===== src/rtl/prio_arb_n.sv =====
// prio_arb_n: registered N-input priority arbiter. It supports fixed-priority
// mode (the highest index wins) and round-robin mode. A grant is held stable
// until the consumer acknowledges it, and the acknowledging edge issues the
// next grant in the same cycle.

// Per-lane qualifier: this requester sits strictly above the round-robin pointer.
module prio_arb_n_lane #(
  parameter int W = 3,
  parameter int K = 0
) (
  input  logic         req,
  input  logic [W-1:0] ptr,
  output logic         above
);
  localparam logic [W-1:0] IDX = W'(K);

  // A pending request ahead of the pointer gets first pick in round-robin.
  assign above = req & (IDX > ptr);
endmodule

module prio_arb_n #(
  parameter int N = 8,
  parameter int W = $clog2(N)
) (
  input  logic         clk,
  input  logic         rst_n,
  input  logic [N-1:0] req,
  input  logic         mode,
  input  logic         ack,
  output logic         gnt_valid,
  output logic [W-1:0] gnt_idx,
  output logic [N-1:0] gnt_onehot
);
  localparam logic [0:0]   IDLE   = 1'b0;
  localparam logic [0:0]   GRANT  = 1'b1;
  localparam logic [W-1:0] PTR_RST = W'(N - 1);

  logic [0:0]   state;
  logic [W-1:0] ptr;
  logic [N-1:0] above;
  logic         arb_evt;
  logic [W-1:0] fix_idx, rr_up_idx, rr_lo_idx, rr_idx, win_idx;
  logic         rr_up_hit;
  logic [N-1:0] win_oh;

  genvar k;
  generate
    for (k = 0; k < N; k++) begin : g_lane
      prio_arb_n_lane #(.W(W), .K(k)) u_lane (
        .req   (req[k]),
        .ptr   (ptr),
        .above (above[k])
      );
    end
  endgenerate

  // A decision is taken whenever nothing is held or the held grant is consumed.
  assign arb_evt   = (state == IDLE) | ack;
  assign gnt_valid = (state == GRANT);

  // Winner selection. Fixed mode picks the highest set bit. Round-robin mode
  // picks the lowest set bit above ptr. If no such bit exists, it wraps to the
  // lowest set bit overall, so the search is modulo N and never reaches 2^W.
  always_comb begin
    fix_idx   = '0;
    rr_up_idx = '0;
    rr_lo_idx = '0;
    rr_up_hit = 1'b0;
    for (int i = 0; i < N; i++)
      if (req[i]) fix_idx = W'(i);
    for (int i = N - 1; i >= 0; i--) begin
      if (req[i]) rr_lo_idx = W'(i);
      if (above[i]) begin
        rr_up_idx = W'(i);
        rr_up_hit = 1'b1;
      end
    end
    rr_idx  = rr_up_hit ? rr_up_idx : rr_lo_idx;
    win_idx = mode ? rr_idx : fix_idx;
    win_oh  = '0;
    for (int i = 0; i < N; i++)
      win_oh[i] = (win_idx == W'(i));
  end

  // Grant register and pointer. These update only at arbitration events, so
  // req and mode are ignored while a grant is held.
  always_ff @(posedge clk or negedge rst_n) begin
    if (!rst_n) begin
      state      <= IDLE;
      gnt_idx    <= '0;
      gnt_onehot <= '0;
      ptr        <= PTR_RST;
    end else if (arb_evt) begin
      if (|req) begin
        state      <= GRANT;
        gnt_idx    <= win_idx;
        gnt_onehot <= win_oh;
        ptr        <= win_idx;
      end else begin
        state      <= IDLE;
        gnt_idx    <= '0;
        gnt_onehot <= '0;
      end
    end
  end
endmodule


===== config.mk =====
export PLATFORM = sky130hd
export DESIGN_NAME = prio_arb_n
export DESIGN_NICKNAME = d
export VERILOG_FILES = /design/src/rtl/prio_arb_n.sv
export SDC_FILE = /design/constraint.sdc
export NUM_CORES = 1
export LEC_CHECK = 0
export ABC_AREA = 1
export BUFFER_PORTS_ARGS = -buffer_cell sky130_fd_sc_hd__buf_2
export CORE_AREA = 5 5 59 61
export CTS_BUF_LIST = sky130_fd_sc_hd__clkbuf_16
export DETAILED_ROUTE_END_ITERATION = 10
export DIE_AREA = 0 0 64 66
export MAX_ROUTING_LAYER = met4
export PLACE_DENSITY = 0.61
export RECOVER_POWER = 25
export REMOVE_ABC_BUFFERS = 1
export SLEW_MARGIN = 20
export SYNTH_ARGS = -nofsm -noshare
export SYNTH_HDL_FRONTEND = slang
export SYNTH_SLANG_ARGS = --single-unit

===== constraint.sdc =====
create_clock -name clk -period 3.2 [get_ports clk]
set_input_delay 0.32 -clock clk [delete_from_list [all_inputs] [get_ports clk]]
set_output_delay 0.32 -clock clk [all_outputs]
set_load 0.01 [all_outputs]

== Yosys cells after proc, flatten, opt, wreduce, memory -nomap -nowiden ==
Index checks and enable logic that the tools add are counted.
Widths: inputs -> output; s select.

* Bits in registers: 15
* Input bits: 12
* Output and inout port bits: 12
* Logic and storage cells: 68

* Order comparisons: 8
* Equality and inequality tests: 7
* Multiplexer cells: 36
* Bitwise gates (word level): 10
* Reduce and logical (&&, ||, !) cells: 3

{| class="wikitable"
|+ Operator list
! operator !! count
|-
| $mux 3 || 23
|-
| $eq 3x3->1 const B || 4
|-
| $gt 3x3->1 const A || 4
|-
| $mux 1 || 10
|-
| $and 1x1->1 || 8
|-
| $mux 8 || 1
|-
| $reduce_or 8->1 || 1
|-
| $eq 3x2->1 const B || 2
|-
| $gt 1x3->1 const A || 2
|-
| $gt 2x3->1 const A || 2
|-
| $mux 2 || 2
|-
| $eq 3x1->1 const B || 1
|-
| $logic_not 3->1 || 1
|-
| $reduce_and 2->1 || 1
|-
| $not 1->1 || 1
|-
| $or 1x1->1 || 1
|}

== Logic depth before layout (Yosys ltp) ==
* Depth after elaboration: 14
* Depth in mapped cells: 13
* Mapped depth without buffers: 13

== Modules after synthesis ==
From an unflattened synthesis, not the netlist that was laid out.

* Cells, all modules: 163
* Area, all modules: 1022.2 µm²

{| class="wikitable"
|+ By module, submodules not included
! module !! times used !! cells an instance !! area each (µm²) !! seq. area each (µm²)
|-
| prio_arb_n || 1 || 135 || 902.1 || 379.1
|-
| prio_arb_n_lane (g_lane[3].u_lane ...) || 2 || 5 || 18.8 || 0.0
|-
| prio_arb_n_lane (g_lane[1].u_lane) || 1 || 6 || 22.5 || 0.0
|-
| prio_arb_n_lane (g_lane[2].u_lane) || 1 || 3 || 13.8 || 0.0
|-
| prio_arb_n_lane (g_lane[6].u_lane) || 1 || 2 || 12.5 || 0.0
|-
| prio_arb_n_lane (g_lane[7].u_lane) || 1 || 3 || 12.5 || 0.0
|-
| prio_arb_n_lane (g_lane[0].u_lane) || 1 || 2 || 11.3 || 0.0
|-
| prio_arb_n_lane (g_lane[4].u_lane) || 1 || 2 || 10.0 || 0.0
|}

== Worst setup path after synthesis ==
No wires, ideal clock.

* Path kind: reg-to-reg
* From: register ptr[1]
* To: register gnt_onehot[0]
* Library setup time: 0.117 ns
* Data arrival time: 1.356 ns
* Required time: 3.083 ns
* Path slack: 1.727 ns
* Stages on the path, launching flop included: 12
* Buffers on the path: 0
* Clock period less this slack: 1.473 ns
* Cell sequence: dfstp_2 > inv_2 > nand2_2 > nand2_1 > nand2_2 > nand2_2 > nor2_4 > nand4_1 > nand3_2 > nand2_2 > nand3_1 > nand2_1

* Longest elaborated chain between the ends: 14
* Elaborated cells on any way between the ends: 36
* Those cells by class: 8 x order compare; 19 x mux; 8 x bitwise; 1 x reduce/logical

{| class="wikitable"
|+ Ends and longest elaborated chain
! what !! line !! source
|-
| start, declared || 39 || <nowiki>logic [W-1:0] ptr;</nowiki>
|-
| start signal, assigned || 98 || <nowiki>ptr <= win_idx;</nowiki>
|-
| $gt 3x3->1 || 18 || <nowiki>assign above = req & (IDX > ptr);</nowiki>
|-
| $and 1x1->1 || 18 ||
|-
| $mux 3 or $mux 1 (tied branches) (8 in series) || 73 || <nowiki>if (above[i]) begin</nowiki>
|-
| $mux 3 (*) || 78 || <nowiki>rr_idx = rr_up_hit ? rr_up_idx : rr_lo_idx;</nowiki>
|-
| $mux 3 (*) || 79 || <nowiki>win_idx = mode ? rr_idx : fix_idx;</nowiki>
|-
| $logic_not 3->1 (*) || 82 || <nowiki>win_oh[i] = (win_idx == W'(i));</nowiki>
|-
| $mux 8 (*) || 94 || <nowiki>if (|req) begin</nowiki>
|-
| end signal, assigned || 97 || <nowiki>gnt_onehot <= win_oh;</nowiki>
|-
| end, declared || 32 || <nowiki>output logic [N-1:0] gnt_onehot</nowiki>
|}

Every way passes the cells marked *; elsewhere a longest branch is shown, timed or not.
A chain may end at the register's enable or synchronous reset.

== Worst setup path after layout ==
* From: register state, in the netlist gnt_valid
* To: register gnt_onehot[3]

* Longest elaborated chain between the ends: 2

{| class="wikitable"
|+ Ends and longest elaborated chain
! what !! line !! source
|-
| start, declared || 38 || <nowiki>logic [0:0] state;</nowiki>
|-
| start signal, assigned || 89 || <nowiki>state <= IDLE;</nowiki>
|-
| start signal, assigned || 95 || <nowiki>state <= GRANT;</nowiki>
|-
| start signal, assigned || 100 || <nowiki>state <= IDLE;</nowiki>
|-
| $not 1->1 || 58 || <nowiki>assign arb_evt = (state == IDLE) | ack;</nowiki>
|-
| $or 1x1->1 || 58 ||
|}

No other way between the ends.

==> flow_metrics.env <==
export IMPL_synthCells=137
export IMPL_routed_wl_um=2290
export IMPL_finalHoldViolations=0
export IMPL_place_congestion=0.870
export IMPL_slew_headroom_pct=43.5
export IMPL_rsz0062_at_grt="false"
export IMPL_clock_root_buffer="clkbuf_16"
export IMPL_cts_made_buffers=3
export IMPL_clkPwrFrac_pct=37.8
export IMPL_track_usage_pct=12.5
export IMPL_min_path_type="in -> reg"
export IMPL_synthSimpleGateAreaFrac_pct=49.1
export IMPL_required_ns=3.34
export IMPL_power_frac_comb_pct=26.0
export IMPL_synth_seq_cells=15
export IMPL_switching_share_pct=30.9
export IMPL_crit_path_start_kind="flop"
export IMPL_crit_slowest_cell="nor2_1"
export IMPL_via_per_inst=4.79
export IMPL_drv_cap=0
export IMPL_final_min_clock_period_ns=1.71
export IMPL_std_cell_rows=20
export IMPL_seq_area_um2=379
export IMPL_via_count=943
export IMPL_synth_top_family_by_area="simple AND/OR/NAND/NOR gates"
export IMPL_diodes=0
export IMPL_finalCritPeriodShare_pct=53.4
export IMPL_syn_avg_cell_area_um2=7.14
export IMPL_dr_pass1_iters=4
export IMPL_initial_core_util_pct=33.4
export IMPL_first_global_vias=928
export IMPL_seq_power_share_pct=36.2
export IMPL_io_buffers=23
export IMPL_die_y_um=66
export IMPL_drcViolationCount=0
export IMPL_path_delay_family="simple AND/OR/NAND/NOR gates"
export IMPL_dieArea_mm2=0.00422
export IMPL_post_cts_setup_buffers=0
export IMPL_synth_distinct_cells=21
export IMPL_p_total_uw=637
export IMPL_layout_commonest_cell="nand2_1"
export IMPL_synth_compound_area_share_pct=4.86
export IMPL_syn_area_um2=978
export IMPL_overflow=0
export IMPL_ir_drop_mv=0.385
export IMPL_fmax_ghz=0.585
export IMPL_total_leakage_power_uw=0.000679
export IMPL_synth_area_mux_share_pct=0
export IMPL_arrival_ns=1.85
export IMPL_clock_sink_count=15
export IMPL_post_cts_resized=0
export IMPL_synthXorXnorAreaFrac_pct=0
export IMPL_final_layout_size_suffix_gt1_share_pct=32.9
export IMPL_postLayoutCoreUtil_pct=41.7
export IMPL_p_int_uw=441
export IMPL_slowest_delay_ns=0.63
export IMPL_final_setup_tns_ns=0
export IMPL_drt_iter0_drc=21
export IMPL_ant_nets=0
export IMPL_cts_max_path_buffers=2
export IMPL_clock_skew_ns=0.00711
export IMPL_synthAdderAreaFrac_pct=0
export IMPL_antenna_found_initial=0
export IMPL_cts_hold_buffers_added=1
export IMPL_status="finished clean"
export IMPL_critPathKind="reg -> reg"
export IMPL_grt_pass1_wl_um=4110
export IMPL_cts_tree="built"
export IMPL_path_cells="inv_1 -> nor2_1 -> nor2_1 -> inv_1 -> nor2_4 -> nand4_1 -> nand2_1"
export IMPL_max_slew_worst_pin_slew_ns=0.844
export IMPL_multi_input_area_um2=528
export IMPL_yosysWarnings=0
export IMPL_crit_path_end_kind="flop"
export IMPL_wire_per_inst_um=11.6
export IMPL_ioPinCount=24
export IMPL_place_hpwl_um=1840
export IMPL_clk_latency_ns=0.25
export IMPL_critPathBufInv=2
export IMPL_areaGrowthSynthToFinish_pct=24.7
export IMPL_clk_pin_slew_ns=0.05
export IMPL_layout_common_cells="nand2_1 (52), buf_2 (22), inv_1 (14)"
export IMPL_core_mm2=0.00293
export IMPL_nets=177
export IMPL_p_per_area_mw_per_mm2=523
export IMPL_setup_viol=0
export IMPL_grt_start_max_net_pins=16
export IMPL_yosysSeqAreaShare_pct=38.7
export IMPL_crit_path_max_fanout=13
export IMPL_die_w_um=64
export IMPL_p_switching_uw=197
export IMPL_slew_viol_final=0
export IMPL_htree_levels=1
export IMPL_fillers=312
[path summary, 6_finish.rpt]
path / startpoint / cells after the start / to / slack, ns
max in group asynchronous: rst_n / 2 / gnt_idx[2] / 2.03
worst min register to register: gnt_idx[0] / 2 / gnt_idx[0] / 0.47
worst max-delay path: gnt_valid / 7 / gnt_onehot[3] / 1.49
worst max register to register: gnt_valid / 7 / gnt_onehot[3] / 1.49
worst min-delay path: req[0] / 5 / gnt_valid / 0.46
min in group asynchronous: rst_n / 2 / gnt_onehot[3] / 0.67
[synth_stat cells, drive strengths merged]
library cell	instances	share of area, %
a21oi	3	1.9
inv	18	6.9
dfstp	3	8.1
nor3	3	3.2
nand3	15	9.7
nand4	5	3.2
clkbuf	1	0.38
nor2	10	6.1
o21ai	5	2.9
nand2	62	27
dfrtp	12	31
[power groups by stage]
stage                     logic, uW  clock network (uW)  registers, uW
after floorplan                 105                   0            241
after CTS                       168                 246            231
after global routing            188                 258            235
final                           166                 241            231
after detailed placement        166                   0            234
after global placement          164                   0            233
[sequential cells by signal, summed over array words and instances (netlist names)]
signal and count:
ptr 3, gnt_onehot 8, gnt_idx 3, gnt_valid 1
[cell families after synthesis]
kind of cell | Yosys count
AND/OR/NAND/NOR | 95
flip-flops | 15
buffers and inverters | 19
AO/OA/AOI/OAI | 8
[layout make-up]
cell class	count	area share (%)
flip-flops and latches	15	31.1
inverters	18	5.54
clock buffers	3	6.15
multi-input cells	103	43.3
repair buffers	24	10.2
clock inverters	1	0.410
well taps	33	3.38
[metrics by stage]
stage                     cells  hold slack, ns  worst slack (ns)  instance area [um2]
after floorplan             136          0.0244              1.73                  975
after global placement      192           0.231              1.47                 1130
after CTS                   197           0.476              1.48                 1220
final                       197           0.463              1.49                 1220
after detailed placement    192           0.248              1.43                 1130
after global routing        197           0.493              1.26                 1220
[worst min-delay path: stages]
cell and delay, ns:
buf_2 0.07, inv_1 0.04, nand2_1 0.10, nor3_1 0.07, nand2_1 0.06
[per-layer routing]
layer / track usage, % / vias to the layer above / part of all wire, %
li1: - / 486 / -
met1: 14.3 / 442 / 44
met2: 21.5 / 10 / 51
met3: 3.91 / 5 / 3.3
met4: 2.34 / 0 / 0.92
met5: - / - / 0
Note: power is estimated with default switching activity, not from simulation.
